--- src/rtl/muxn_rr_if.sv ---
// Channel-side and consumer-side signals of the N:1 round-robin / fixed-select mux.
// master drives the channels and z_ready; slave is the mux itself.
interface muxn_rr_if #(
   parameter int unsigned N  = 4,
   parameter int unsigned W  = 8,
   parameter int unsigned SW = $clog2(N)
);
   logic            mode;
   logic [SW-1:0]   sel;
   logic [N*W-1:0]  d;
   logic [N-1:0]    d_valid;
   logic [N-1:0]    d_ready;
   logic [W-1:0]    z;
   logic            z_valid;
   logic            z_ready;
   logic [SW-1:0]   z_src;

   modport master (
      output mode, sel, d, d_valid, z_ready,
      input  d_ready, z, z_valid, z_src
   );

   modport slave (
      input  mode, sel, d, d_valid, z_ready,
      output d_ready, z, z_valid, z_src
   );
endinterface

--- src/rtl/muxn_rr.sv ---
// N-channel W-bit stream mux with valid/ready handshake and a registered output stage.
// Selection is round-robin (mode=0) or fixed via sel (mode=1).
module muxn_rr #(
   parameter int unsigned N  = 4,
   parameter int unsigned W  = 8,
   parameter int unsigned SW = $clog2(N)
) (
   input logic        clk,
   input logic        rst,
   muxn_rr_if.slave   bus
);

   typedef enum logic [0:0] {StEmpty, StFull} state_e;

   state_e          state_q, state_d;
   logic [W-1:0]    z_q, z_d;
   logic [SW-1:0]   z_src_q, z_src_d;
   logic [SW-1:0]   ptr_q, ptr_d;
   logic [N-1:0]    d_ready;
   logic            ld;
   logic            gnt_vld;
   logic [SW-1:0]   gnt_idx;
   int unsigned     rr_idx;

   // Grant: first valid channel from ptr upward (wrapping), or sel when in fixed mode.
   always_comb begin
      gnt_vld = 1'b0;
      gnt_idx = '0;
      rr_idx  = 0;
      if (!bus.mode) begin
         for (int unsigned k = 0; k < N; k++) begin
            rr_idx = (32'(ptr_q) + k) % N;
            if (!gnt_vld && bus.d_valid[SW'(rr_idx)]) begin
               gnt_vld = 1'b1;
               gnt_idx = SW'(rr_idx);
            end
         end
      end else if (32'(bus.sel) < N) begin
         // sel >= N is only possible for non-power-of-two N and never grants
         if (bus.d_valid[bus.sel]) begin
            gnt_vld = 1'b1;
            gnt_idx = bus.sel;
         end
      end
   end

   // Output-stage FSM next state, load of z/z_src/ptr and channel ready.
   always_comb begin
      state_d = state_q;
      z_d     = z_q;
      z_src_d = z_src_q;
      ptr_d   = ptr_q;
      d_ready = '0;
      ld      = (state_q == StEmpty) || bus.z_ready;
      if (ld) begin
         if (gnt_vld) begin
            state_d          = StFull;
            z_d              = bus.d[32'(gnt_idx) * W +: W];
            z_src_d          = gnt_idx;
            d_ready[gnt_idx] = 1'b1;
            if (!bus.mode) begin
               // explicit wrap so non-power-of-two N never overflows into an invalid index
               ptr_d = (gnt_idx == SW'(N - 1)) ? '0 : gnt_idx + SW'(1);
            end
         end else begin
            state_d = StEmpty;
         end
      end
      // no handshake may complete while reset is asserted
      if (rst) begin
         d_ready = '0;
      end
   end

   // State register with synchronous reset.
   always_ff @(posedge clk) begin
      if (rst) begin
         state_q <= StEmpty;
         z_q     <= '0;
         z_src_q <= '0;
         ptr_q   <= '0;
      end else begin
         state_q <= state_d;
         z_q     <= z_d;
         z_src_q <= z_src_d;
         ptr_q   <= ptr_d;
      end
   end

   assign bus.d_ready = d_ready;
   assign bus.z       = z_q;
   assign bus.z_valid = (state_q == StFull);
   assign bus.z_src   = z_src_q;

endmodule

--- src/flat_wrapper.sv ---
// flat-port wrapper written by rule: the top's interface ports become plain ports
module muxn_rr_flat 
#(
   parameter int unsigned N  = 4,
   parameter int unsigned W  = 8,
   parameter int unsigned SW = $clog2(N)
)
  (clk, rst, bus_mode, bus_sel, bus_d, bus_d_valid, bus_z_ready, bus_d_ready, bus_z, bus_z_valid, bus_z_src);
  muxn_rr_if #(.N(N), .W(W), .SW(SW)) bus_i ();
  input logic clk;
  input logic rst;
  input wire logic [$bits(bus_i.mode)-1:0] bus_mode;
  input wire logic [$bits(bus_i.sel)-1:0] bus_sel;
  input wire logic [$bits(bus_i.d)-1:0] bus_d;
  input wire logic [$bits(bus_i.d_valid)-1:0] bus_d_valid;
  input wire logic [$bits(bus_i.z_ready)-1:0] bus_z_ready;
  output wire logic [$bits(bus_i.d_ready)-1:0] bus_d_ready;
  output wire logic [$bits(bus_i.z)-1:0] bus_z;
  output wire logic [$bits(bus_i.z_valid)-1:0] bus_z_valid;
  output wire logic [$bits(bus_i.z_src)-1:0] bus_z_src;
  assign bus_i.mode = bus_mode;
  assign bus_i.sel = bus_sel;
  assign bus_i.d = bus_d;
  assign bus_i.d_valid = bus_d_valid;
  assign bus_i.z_ready = bus_z_ready;
  assign bus_d_ready = bus_i.d_ready;
  assign bus_z = bus_i.z;
  assign bus_z_valid = bus_i.z_valid;
  assign bus_z_src = bus_i.z_src;
  muxn_rr #(.N(N), .W(W), .SW(SW)) u_core (.clk(clk), .rst(rst), .bus(bus_i));
endmodule
--- config.mk ---
export PLATFORM = sky130hd
export DESIGN_NAME = muxn_rr_flat
export DESIGN_NICKNAME = d
export VERILOG_FILES = /design/src/rtl/muxn_rr_if.sv /design/src/rtl/muxn_rr.sv /design/src/flat_wrapper.sv
export SDC_FILE = /design/constraint.sdc
export NUM_CORES = 1
export LEC_CHECK = 0
export CORE_MARGIN = 3
export CORE_UTILIZATION = 36
export CTS_CLUSTER_SIZE = 16
export DETAILED_ROUTE_END_ITERATION = 8
export PLACE_DENSITY_LB_ADDON = 0.2
export RECOVER_POWER = 50
export SLEW_MARGIN = 20
export SYNTH_ARGS = -nofsm -noshare
export SYNTH_HDL_FRONTEND = slang
export SYNTH_SLANG_ARGS = --single-unit
--- constraint.sdc ---
create_clock -name clk -period 2.5 [get_ports clk]
set_input_delay 0.5 -clock clk [delete_from_list [all_inputs] [get_ports clk]]
set_output_delay 0.5 -clock clk [all_outputs]
set_load 0.05 [all_outputs]
==> impl_summary.txt, run 1 <==
----------------------------------------------------
[Die]
  Standard cell core area ... 2250 µm²
  Initial standard-cell utilization of the core ... 38.8%
  Standard-cell rows ... 17
  Die H ... 55.3 µm
  Die area ... 3060 µm²
  Chip width ... 55.3 µm
  Total I/O pin count ... 57

[Worst setup path]
  Largest fanout of any net on the critical path ... 4
  Kind of launch point of the worst setup path ... input port
  CP required ... 2.00 ns
  Endpoint arrival time on the critical path ... 1.95 ns
  CP endpoint kind ... output pin
  Category of the most critical setup path ... input port to output pin

[Flow run]
  Number of max-cap violations ... 0

[CTS]
  Longest Clk Path Bufs ... 2
  Number of H-tree levels ... 1
  Number of CTS-inserted buffers ... 3
  Clock-pin slew reported for the worst setup and hold paths after clock tree synthesis ... 0.07 ns
  Hold_buf cts ... 0
  Number of clock sinks ... 13
  Root buffer cell ... clkbuf_4
  TritonCTS clock tree ... built
  Insertion delay of the later-clocked pin in the worst-skew pair ... 0.28 ns

[Cells and area]
  Most frequent standard cell in the layout excluding fill and tap cells ... clkdlybuf4s50_1
  Fraction of final layout cells sized beyond drive strength 1 ... 25.4%
  Commonest cells after routing, fill and taps aside ... clkdlybuf4s50_1 (45), mux2i_1 (18), buf_4 (15), dfxtp_1 (12), nand2_1 (11)
  Final nets ... 216
  Non-Filler Cell Area, Final ... 1670 µm²
  Synthesis-to-finish area growth ... 91.0%
  ANT cells ... 0
  Fill cell total of the finished layout ... 176

[Timing]
  Timing-limited maximum frequency ... 407 MHz
  Max-slew violation total from the final report ... 0
  Finish-stage setup viols ... 0
  Transition time of the tightest slew-check pin ... 0.512 ns
  Hold Fails Final Rpt ... 0
  Worst Setup Slack, final ... 0.0455 ns
  Shortest clock period the worst path allows after layout ... 2.45 ns
  Post-Route Skew ... 0.00758 ns
  Tightest slew margin relative to the limit ... 65.7%
  Fin crit share ... 98.2%

[Synth]
  Largest area contributor in the netlist ... dfxtp_1
  Number of storage elements in the synthesis netlist ... 13
  Cell area after synthesis ... 876 µm²
  Largest cells by area after synthesis ... dfxtp_1 (30%), mux2i_1 (21%), o221ai_1 (8.0%)
  Syn_area_per_cell ... 9.12 µm²
  Count of warnings emitted by yosys ... 0
  Sequential cell area fraction in the yosys report ... 29.7%
  Gate count of the mapped netlist ... 96
  Area share of the largest cell type after synthesis ... 29.7%
  Number of nets produced by synthesis ... 142
  Distinct cell type count after synthesis ... 28

[Drt]
  Final Routed Wirelength ... 2.77 mm
  Remaining number of nets flagged by the antenna check after routing ... 0
  WL per Instance ... 14.1 µm
  Number of violations reported at the end of detailed-routing iteration 0 ... 9
  Residual DRC count ... 0
  Total via count in the routed design ... 1032
  Routed via count divided by cell count ... 5.24
  Count of TritonRoute iterations in the first routing pass ... 4

[Place]
  Placer congestion estimate ... 0.895
  Standard cell area after detailed placement ... 1590 µm²
  Worst slack, placed ... -0.457 ns
  Number of port buffers ... 56
  Detailed Place HPWL ... 2.26 mm

[Global route]
  Global-route wire length before repair ... 4.57 mm
  Vias in the first global route ... 1055
  Pin count of the biggest net entering global routing ... 18
  Total global-route track usage ... 18.6%
  Number of antenna violations at the first check in global routing ... 0
  Sum of overflow across all layers after global routing ... 0

[Pwr]
  Power consumption ... 789 µW
  Pleak ... 0.000740 µW
  Pwr per Cell Area ... 472 nW/µm²
  Largest voltage drop on the vdd net ... 0.000343 V

[Hold path]
  Tightest Hold Check Type ... register to register

[Run status]
  Result of the run ... finished clean

----------------------------------------------------
[logic make-up (layout without fill, tap and decap cells)]
family	count (synthesis)	in the layout	share of synthesized area, %
fa+ha+maj	4	4	5.71
compound gates	20	20	17.7
flops	13	13	29.7
simple gates	32	32	18.4
buf+inv	7	80	3.71
mux	20	20	24.7
[per-stage QoR]
stage | hold slack (ns) | setup TNS, ns | cells | util, %
floorplan | 0.489 | 0 | 96 | -
global placement | 0.444 | -2.62 | 189 | 70.5
detailed placement | 0.457 | -3.39 | 189 | 70.5
CTS | 0.476 | 0 | 196 | 73.7
global route | 0.503 | -0.000189 | 197 | 74.2
finish | 0.472 | 0 | 197 | 74.2
[critical path, cell delays in order]
cell	delay [ns]
buf_2	0.12
or4_4	0.55
mux2i_4	0.21
nor2_4	0.08
ha_2	0.18
and2_2	0.17
buf_8	0.15
[Yosys cell counts]
master,count
inv_1,3
a311oi_1,1
buf_2,2
mux2i_2,1
a21oi_1,3
mux2i_1,18
and2b_1,1
nand2b_1,4
buf_1,1
o21ai_0,2
or4_1,1
a21o_1,1
o32a_1,1
nor3_1,1
buf_4,1
nand2_1,11
ha_1,4
a211oi_1,2
a32oi_1,1
mux4_2,1
o221ai_1,8
and2_1,4
and3b_1,1
o21ba_1,1
nor2b_1,2
nor2_1,6
or3_1,1
dfxtp_1,13
[sequential cells by signal, summed over array words and instances (netlist names)]
| register | flops |
|---|---|
| u_core.ptr_q | 2 |
| u_core.bus.z_valid | 1 |
| u_core.bus.z | 8 |
| u_core.bus.z_src | 2 |
[path summary, 6_finish.rpt]
check | from | slack [ns] | cells past startpoint | endpoint
hold / removal | u_core.bus.z[7]$_SDFFE_PP0P_ | 0.47 | 2 | u_core.bus.z[7]$_SDFFE_PP0P_
setup reg to reg | u_core.ptr_q[0]$_SDFFE_PP0P_ | 0.39 | 7 | u_core.bus.z[3]$_SDFFE_PP0P_
setup / recovery | bus_d_valid[0] | 0.05 | 7 | bus_d_ready[3]
hold reg to reg | u_core.bus.z[7]$_SDFFE_PP0P_ | 0.47 | 2 | u_core.bus.z[7]$_SDFFE_PP0P_
[metal layers]
layer | track usage [%] | routed length (µm) | vias to the layer above
li1 | - | - | 503
met1 | 19.8 | 1050 | 483
met2 | 35.0 | 1480 | 42
met3 | 4.44 | 204 | 4
met4 | 6.25 | 34 | 0
met5 | 0 | 0 | -
[power breakdown]
group / leakage [µW] / internal [µW] / switching (µW)
registers: 0.000108 / 235 / 15.8
logic: 0.000614 / 199 / 210
clock network: 0.0000177 / 59.4 / 70.2
total: 0.000740 / 493 / 296
[area by class of cell]
class | count | area, µm² | share of cell area, %
clock buffer | 3 | 22.5 | 1.35
clock inverter | 1 | 5.00 | 0.299
inverter | 3 | 11.3 | 0.673
multi-input combinational | 76 | 631 | 37.7
sequential | 13 | 262 | 15.6
tap | 28 | 35.0 | 2.09
timing repair buffer | 73 | 707 | 42.3
[what timing repair did]
action	4_1_cts	5_1_grt
gates cloned	0	0
endpoints found under the hold margin	0	0
resized for setup	35	2
endpoints found under the setup margin	4	3
pin swaps	4	2
setup buffers	3	1
(Power assumes the default switching activity.)
==> run 2, diff against run 1 <==
Settings changed: CELL_PAD_IN_SITES_DETAIL_PLACEMENT set to 0, CELL_PAD_IN_SITES_GLOBAL_PLACEMENT set to 1, CORE_UTILIZATION 36 to 25.
Clock period 2.5 ns to 2.3 ns, I/O delays scaled along.
==> run 2 against run 1 <==
  * Cell count grew 9.1%
  * Critical path depth grew 1
  * Clock-buffer cell count grew 1
  * Final area grew 3.2%
  * The flow now finishes with violations (setup timing)
  * Via count shrank 2.0%
  * Critical endpoint is now bus_d_ready[0]
  * Routed wire length grew 7.7%
  * Setup slack lost 0.12 ns
  * Sequential cell count is the same
==> impl_summary.txt, run 2 (same netlist as run 1, synthesis figures left out) <==
----------------------------------------------------
[Run status]
  Result of the run ... finished with violations
  Violated checks ... setup timing

[CTS]
  Number of clock sinks ... 13 (unchanged)
  Insertion delay of the later-clocked pin in the worst-skew pair ... 0.27 ns (about the same)
  TritonCTS clock tree ... built
  Clock-pin slew reported for the worst setup and hold paths after clock tree synthesis ... 0.08 ns (about the same)
  Root buffer cell ... clkbuf_4
  Longest Clk Path Bufs ... 2 (unchanged)
  Number of CTS-inserted buffers ... 3 (unchanged)
  Number of H-tree levels ... 1 (unchanged)

[Timing]
  Hold Fails Final Rpt ... 0 (unchanged)
  Post-Route Skew ... 0.00268 ns (-0.00490 ns)
  Worst Setup Slack, final ... -0.0781 ns (-0.124 ns)
  Tightest slew margin relative to the limit ... 64.5% (-1.2 points)
  Fin crit share ... 103%
  Transition time of the tightest slew-check pin ... 0.530 ns (+0.0181 ns)
  Max-slew violation total from the final report ... 0 (unchanged)
  Unrepaired setup endpoints after global routing ... true
  TNS Setup ... -0.268 ns (-0.268 ns)
  Finish-stage setup viols ... 4 (+4)
  Shortest clock period the worst path allows after layout ... 2.38 ns
  Smallest hold slack ... 0.463 ns (-0.00887 ns)
  Timing-limited maximum frequency ... 421 MHz

[Global route]
  Global-route wire length before repair ... 4.84 mm (+5.7%)
  Number of antenna violations at the first check in global routing ... 0 (unchanged)
  Pin count of the biggest net entering global routing ... 18 (unchanged)
  Vias in the first global route ... 1092 (+3.5%)
  Total global-route track usage ... 14.6% (-3.9 points)
  Sum of overflow across all layers after global routing ... 0 (unchanged)

[Pwr]
  Switching share of power ... 37.7% (+0.20 points)
  Largest voltage drop on the vdd net ... 0.000268 V (-22%)
  Switching component of the power ... 325 µW (+9.8%)
  Pwr per Cell Area ... 499 nW/µm² (+5.8%)
  Pleak ... 0.000760 µW (+2.7%)
  Internal power ... 537 µW (+8.9%)
  Part of the total power dissipated in sequential elements ... 31.5% (-0.2 points)
  Clock share of power ... 16.5% (about the same)
  Comb power frac ... 52.1% (+0.3 points)

[Worst setup path]
  Endpoint arrival time on the critical path ... 1.92 ns (-0.03 ns)
  Largest fanout of any net on the critical path ... 5 (+1)
  CP required ... 1.84 ns (-0.16 ns)
  Category of the most critical setup path ... input port to output pin
  CP endpoint kind ... output pin
  Kind of launch point of the worst setup path ... input port

[Hold path]
  Tightest Hold Check Type ... register to register

[Die]
  Die area ... 4250 µm² (+39%)
  Chip width ... 65.2 µm (+18%)
  Total I/O pin count ... 57 (unchanged)
  Die H ... 65.2 µm (+18%)
  Initial standard-cell utilization of the core ... 27.3% (-12 points)
  Standard-cell rows ... 20 (+3)
  Standard cell core area ... 3200 µm² (+42%)

[Cells and area]
  Fraction of the core area covered by cells at the end of the flow ... 53.9% (-20 points)
  Most frequent standard cell in the layout excluding fill and tap cells ... clkdlybuf4s50_1
  ANT cells ... 0 (unchanged)
  Commonest cells after routing, fill and taps aside ... clkdlybuf4s50_1 (37), mux2i_1 (18), buf_4 (18), dfxtp_1 (12), nand2_1 (11)
  Fraction of final layout cells sized beyond drive strength 1 ... 28.7% (+3.2 points)
  Max reg flops ... 8 (unchanged)
  Synthesis-to-finish area growth ... 97.1%
  Final nets ... 218 (+0.93%)

[Place]
  Placer congestion estimate ... 0.780 (-13%)
  Detailed Place HPWL ... 2.42 mm (+7.0%)
  Number of port buffers ... 56 (unchanged)

[Flow run]
  Number of max-cap violations ... 0 (unchanged)

[Drt]
  Residual DRC count ... 0 (unchanged)
  Remaining number of nets flagged by the antenna check after routing ... 0 (unchanged)
  Number of violations reported at the end of detailed-routing iteration 0 ... 27 (+18)
  Final Routed Wirelength ... 2.98 mm (+7.7%)
  Total via count in the routed design ... 1011 (-2.0%)
  Count of TritonRoute iterations in the first routing pass ... 4 (unchanged)
  WL per Instance ... 13.9 µm (-1.3%)
  Routed via count divided by cell count ... 4.70 (-10%)

----------------------------------------------------
==> run 2: cell count changes in the layout (fill, tap and decap cells not counted), sizes merged <==
cell,change
clkdlybuf4s50,-8
dlygate4sd3,+8
clkinv,-1
clkbuf,+1
buf,+2
==> run 2: worst paths after layout <==
check / slack, ns / depth (start not counted) / end / startpoint
max reg2reg: 0.31 / 6 / u_core.bus.z[3]$_SDFFE_PP0P_ / u_core.ptr_q[0]$_SDFFE_PP0P_
min: 0.46 / 2 / u_core.bus.z[5]$_SDFFE_PP0P_ / u_core.bus.z[5]$_SDFFE_PP0P_
max: -0.08 / 8 / bus_d_ready[0] / bus_d_valid[1]
min reg2reg: 0.46 / 2 / u_core.bus.z[5]$_SDFFE_PP0P_ / u_core.bus.z[5]$_SDFFE_PP0P_
==> run 2: what timing repair did <==
| action | 4_1_cts | 5_1_grt |
|---|---|---|
| pin swaps | 8 | 2 |
| endpoints found under the hold margin | 0 | 0 |
| endpoints found under the setup margin | 12 | 4 |
| buffers inserted | 4 | 1 |
| gates resized for setup | 43 | 1 |
| hold buffers | 0 | 0 |
==> run 2: final cells by class <==
class | instances | area, µm²
clock buffer | 4 | 26.3
sequential | 13 | 262
fill | 356 | 1480
tap | 44 | 55.1
timing repair buffer | 75 | 709
multi-input combinational | 76 | 663
inverter | 3 | 11.3
==> run 2: power groups by stage <==
stage	clock network, µW	logic [µW]	registers, µW
after floorplan	0	145	364
after global placement	0	421	276
after detailed placement	0	427	277
after CTS	148	454	272
after global routing	154	478	275
final	142	449	271
==> run 2: routing by layer <==
layer | wire length (µm) | vias to the layer above | GRT usage (%)
met1 | 1160 | 467 | 16.3
li1 | - | 507 | -
met2 | 1570 | 33 | 26.5
met5 | 0 | - | 0
met3 | 207 | 4 | 3.59
met4 | 48 | 0 | 5.44
==> run 2: per-stage QoR <==
| step | worst slack, ns | total power, µW | cells | cell area (µm²) |
|---|---|---|---|---|
| after global placement | -0.499 | 697 | 206 | 1610 |
| final | -0.0781 | 862 | 215 | 1730 |
| after floorplan | 0.0144 | 508 | 96 | 888 |
| after detailed placement | -0.584 | 703 | 206 | 1610 |
| after CTS | -0.0763 | 874 | 214 | 1720 |
| after global routing | -0.137 | 908 | 215 | 1730 |
==> run 2: worst max-delay path, cell delays in order <==
cell and delay [ns]:
buf_2 0.12, or4_4 0.55, mux2i_4 0.20, nor2_4 0.08, inv_2 0.10, ha_4 0.13
and2_4 0.14, buf_12 0.13
==> run 3, diff against run 2 <==
==> constraint.sdc (replaced) <==
create_clock -name clk -period 2.3 [get_ports clk]
set_input_delay 0.46 -clock clk [delete_from_list [all_inputs] [get_ports clk]]
set_output_delay 0.46 -clock clk [all_outputs]
set_load 0.01 [all_outputs]
==> run 3 against run 2 <==
  * The flow now finishes without violations
  * Fmax grew 3.7%
  * Core utilization down 2.3 points
  * Via count fell by 2.9%
  * Register-to-register slack gained 0.04 ns
  * Clock-buffer cell count is the same
  * Largest power group unchanged
  * Die area unchanged
  * Total power decreased by 13%
  * Clock skew rose by 0.0022 ns
  * Combinational power shrank 25%
  * Hold slack about the same
  * First-iteration DRC count up 59%
==> impl_summary.txt, run 3 (same netlist as run 1, synthesis figures left out) <==
----------------------------------------------------
[Run status]
  Result of the run ... finished clean

[Global route]
  Vias in the first global route ... 1043 (-4.5%)
  Total global-route track usage ... 13.5% (-1.2 points)
  Global-route wire length before repair ... 4.55 mm (-5.8%)
  Pin count of the biggest net entering global routing ... 18 (unchanged)
  Number of antenna violations at the first check in global routing ... 0 (unchanged)
  Sum of overflow across all layers after global routing ... 0 (unchanged)

[Pwr]
  Pleak ... 0.000741 µW (-2.5%)
  Power consumption ... 747 µW (-13%)
  Largest voltage drop on the vdd net ... 0.000237 V (-12%)
  Pwr per Cell Area ... 452 nW/µm² (-9.5%)

[Cells and area]
  Max reg flops ... 8 (unchanged)
  Most frequent standard cell in the layout excluding fill and tap cells ... clkdlybuf4s50_1
  Total area of multi-input combinational cells ... 626 µm² (-5.7%)
  Commonest cells after routing, fill and taps aside ... clkdlybuf4s50_1 (36), mux2i_1 (18), buf_4 (12), dfxtp_1 (12), nand2_1 (11)
  Final nets ... 214 (-1.8%)
  Fill cell total of the finished layout ... 346 (-2.8%)
  Combined flip-flop and latch cell area ... 262 µm² (unchanged)
  Non-Filler Cell Area, Final ... 1650 µm² (-4.3%)
  Fraction of final layout cells sized beyond drive strength 1 ... 23.4% (-5.3 points)
  Synthesis-to-finish area growth ... 88.7%
  ANT cells ... 0 (unchanged)

[Worst setup path]
  Category of the most critical setup path ... input port to output pin
  Critical R2R Launch ... u_core.ptr_q[0]$_SDFFE_PP0P_
  CP required ... 1.84 ns (about the same)
  Crit path capture ... bus_d_ready[0]
  Worst-case reg-to-reg path depth ... 6 (unchanged)
  CP startpoint ... bus_d_valid[3]
  Kind of launch point of the worst setup path ... input port
  Largest fanout of any net on the critical path ... 4 (-1)
  Endpoint arrival time on the critical path ... 1.83 ns (-0.09 ns)
  Capture point of the worst reg-to-reg path ... u_core.bus.z[0]$_SDFFE_PP0P_
  CP endpoint kind ... output pin
  Reg2reg setup slack ... 0.35 ns (+0.04 ns)

[CTS]
  Insertion delay of the later-clocked pin in the worst-skew pair ... 0.27 ns (about the same)
  Number of H-tree levels ... 1 (unchanged)
  Number of clock sinks ... 13 (unchanged)
  Number of CTS-inserted buffers ... 3 (unchanged)
  TritonCTS clock tree ... built
  Clock-pin slew reported for the worst setup and hold paths after clock tree synthesis ... 0.08 ns (about the same)
  Longest Clk Path Bufs ... 2 (unchanged)
  Hold_buf cts ... 0 (unchanged)
  Root buffer cell ... clkbuf_4

[Timing]
  Fin crit share ... 99.7% (-3.7 points)
  Unrepaired setup endpoints after global routing ... true
  Finish-stage setup viols ... 0 (-4)
  TNS Setup ... 0 ns (+0.268 ns)
  Transition time of the tightest slew-check pin ... 0.327 ns (-0.204 ns)
  Max-slew violation total from the final report ... 0 (unchanged)
  Timing-limited maximum frequency ... 436 MHz (+3.7%)
  Shortest clock period the worst path allows after layout ... 2.29 ns (-0.0850 ns)
  Worst Setup Slack, final ... 0.00691 ns (+0.0850 ns)
  Hold Fails Final Rpt ... 0 (unchanged)
  Smallest hold slack ... 0.463 ns (-0.000435 ns)
  Tightest slew margin relative to the limit ... 78.2% (+14 points)
  Post-Route Skew ... 0.00491 ns (+0.00223 ns)

[Die]
  Chip width ... 65.2 µm (unchanged)
  Total I/O pin count ... 57 (unchanged)
  Die H ... 65.2 µm (unchanged)
  Initial standard-cell utilization of the core ... 27.3% (unchanged)
  Standard-cell rows ... 20 (unchanged)
  Standard cell core area ... 3200 µm² (unchanged)
  Die area ... 4250 µm² (unchanged)

[Drt]
  Number of violations reported at the end of detailed-routing iteration 0 ... 43 (+59%)
  Residual DRC count ... 0 (unchanged)
  WL per Instance ... 13.4 µm (-3.5%)
  Count of TritonRoute iterations in the first routing pass ... 2 (-2)
  Total via count in the routed design ... 982 (-2.9%)
  Routed via count divided by cell count ... 4.65 (-1.0%)
  Final Routed Wirelength ... 2.83 mm (-5.3%)
  Remaining number of nets flagged by the antenna check after routing ... 0 (unchanged)

[Place]
  Standard cell area after detailed placement ... 1600 µm² (-0.78%)
  Detailed Place HPWL ... 2.23 mm (-7.6%)
  Worst slack, placed ... -0.845 ns (-0.262 ns)
  Number of port buffers ... 56 (unchanged)
  Placer congestion estimate ... 0.749 (-4.0%)

[Flow run]
  Number of max-cap violations ... 0 (unchanged)

[Hold path]
  Tightest Hold Check Type ... register to register

----------------------------------------------------
## run 3: cell count changes in the layout (fill, tap and decap cells not counted), sizes merged
cell,before,now
dlygate4sd3,8,9
clkdlybuf4s50,37,36
buf,28,24
## run 3: final cells by class
class,instances,share of cell area (%)
clock buffers,4,1.59
inverters,3,0.681
multi-input cells,76,37.9
flip-flops and latches,13,15.8
well taps,44,3.33
repair buffers,71,40.7
## run 3: how the worst min path moves through the flow
stage                                      start                      endpoint  slack (ns)  cells past startpoint
CTS                 u_core.bus.z[6]$_SDFFE_PP0P_  u_core.bus.z[6]$_SDFFE_PP0P_        0.47                      2
floorplan           u_core.ptr_q[0]$_SDFFE_PP0P_  u_core.ptr_q[0]$_SDFFE_PP0P_        0.49                      2
detailed placement  u_core.bus.z[7]$_SDFFE_PP0P_  u_core.bus.z[7]$_SDFFE_PP0P_        0.45                      2
finish              u_core.bus.z[7]$_SDFFE_PP0P_  u_core.bus.z[7]$_SDFFE_PP0P_        0.46                      2
global placement    u_core.bus.z[6]$_SDFFE_PP0P_  u_core.bus.z[6]$_SDFFE_PP0P_        0.44                      2
global route        u_core.bus.z[0]$_SDFFE_PP0P_  u_core.bus.z[0]$_SDFFE_PP0P_        0.49                      2
## run 3: critical path, stage by stage
cell	delay [ns]
buf_6	0.09
or4_4	0.54
mux2i_4	0.21
nor2_4	0.08
inv_2	0.07
ha_2	0.15
and2_1	0.10
buf_2	0.12
## run 3: layer usage
metal,vias to the layer above,GRT usage [%],wire length (µm)
li1,499,-,-
met1,453,15.5,1190
met2,28,24.5,1450
met3,2,3.08,159
met4,0,3.89,18
met5,-,0,0
## run 3: power breakdown
| group | total (µW) | internal (µW) | switching [µW] |
|---|---|---|---|
| sequential | 270 | 255 | 14.6 |
| combinational | 336 | 201 | 135 |
| clock | 141 | 67.0 | 73.8 |
| total | 747 | 523 | 224 |
## run 3: what timing repair did
item                                    in CTS  in global routing
endpoints found under the setup margin      12                  4
buffers inserted                             2                  1
pin swaps                                    5                  2
gates resized for setup                     51                  3
## run 3: per-stage QoR
stage	util, %	std cells
6_report	51.6	211
4_1_cts	51.0	210
2_1_floorplan	-	96
3_3_place_gp	49.8	204
3_5_place_dp	49.8	204
5_1_grt	51.6	211
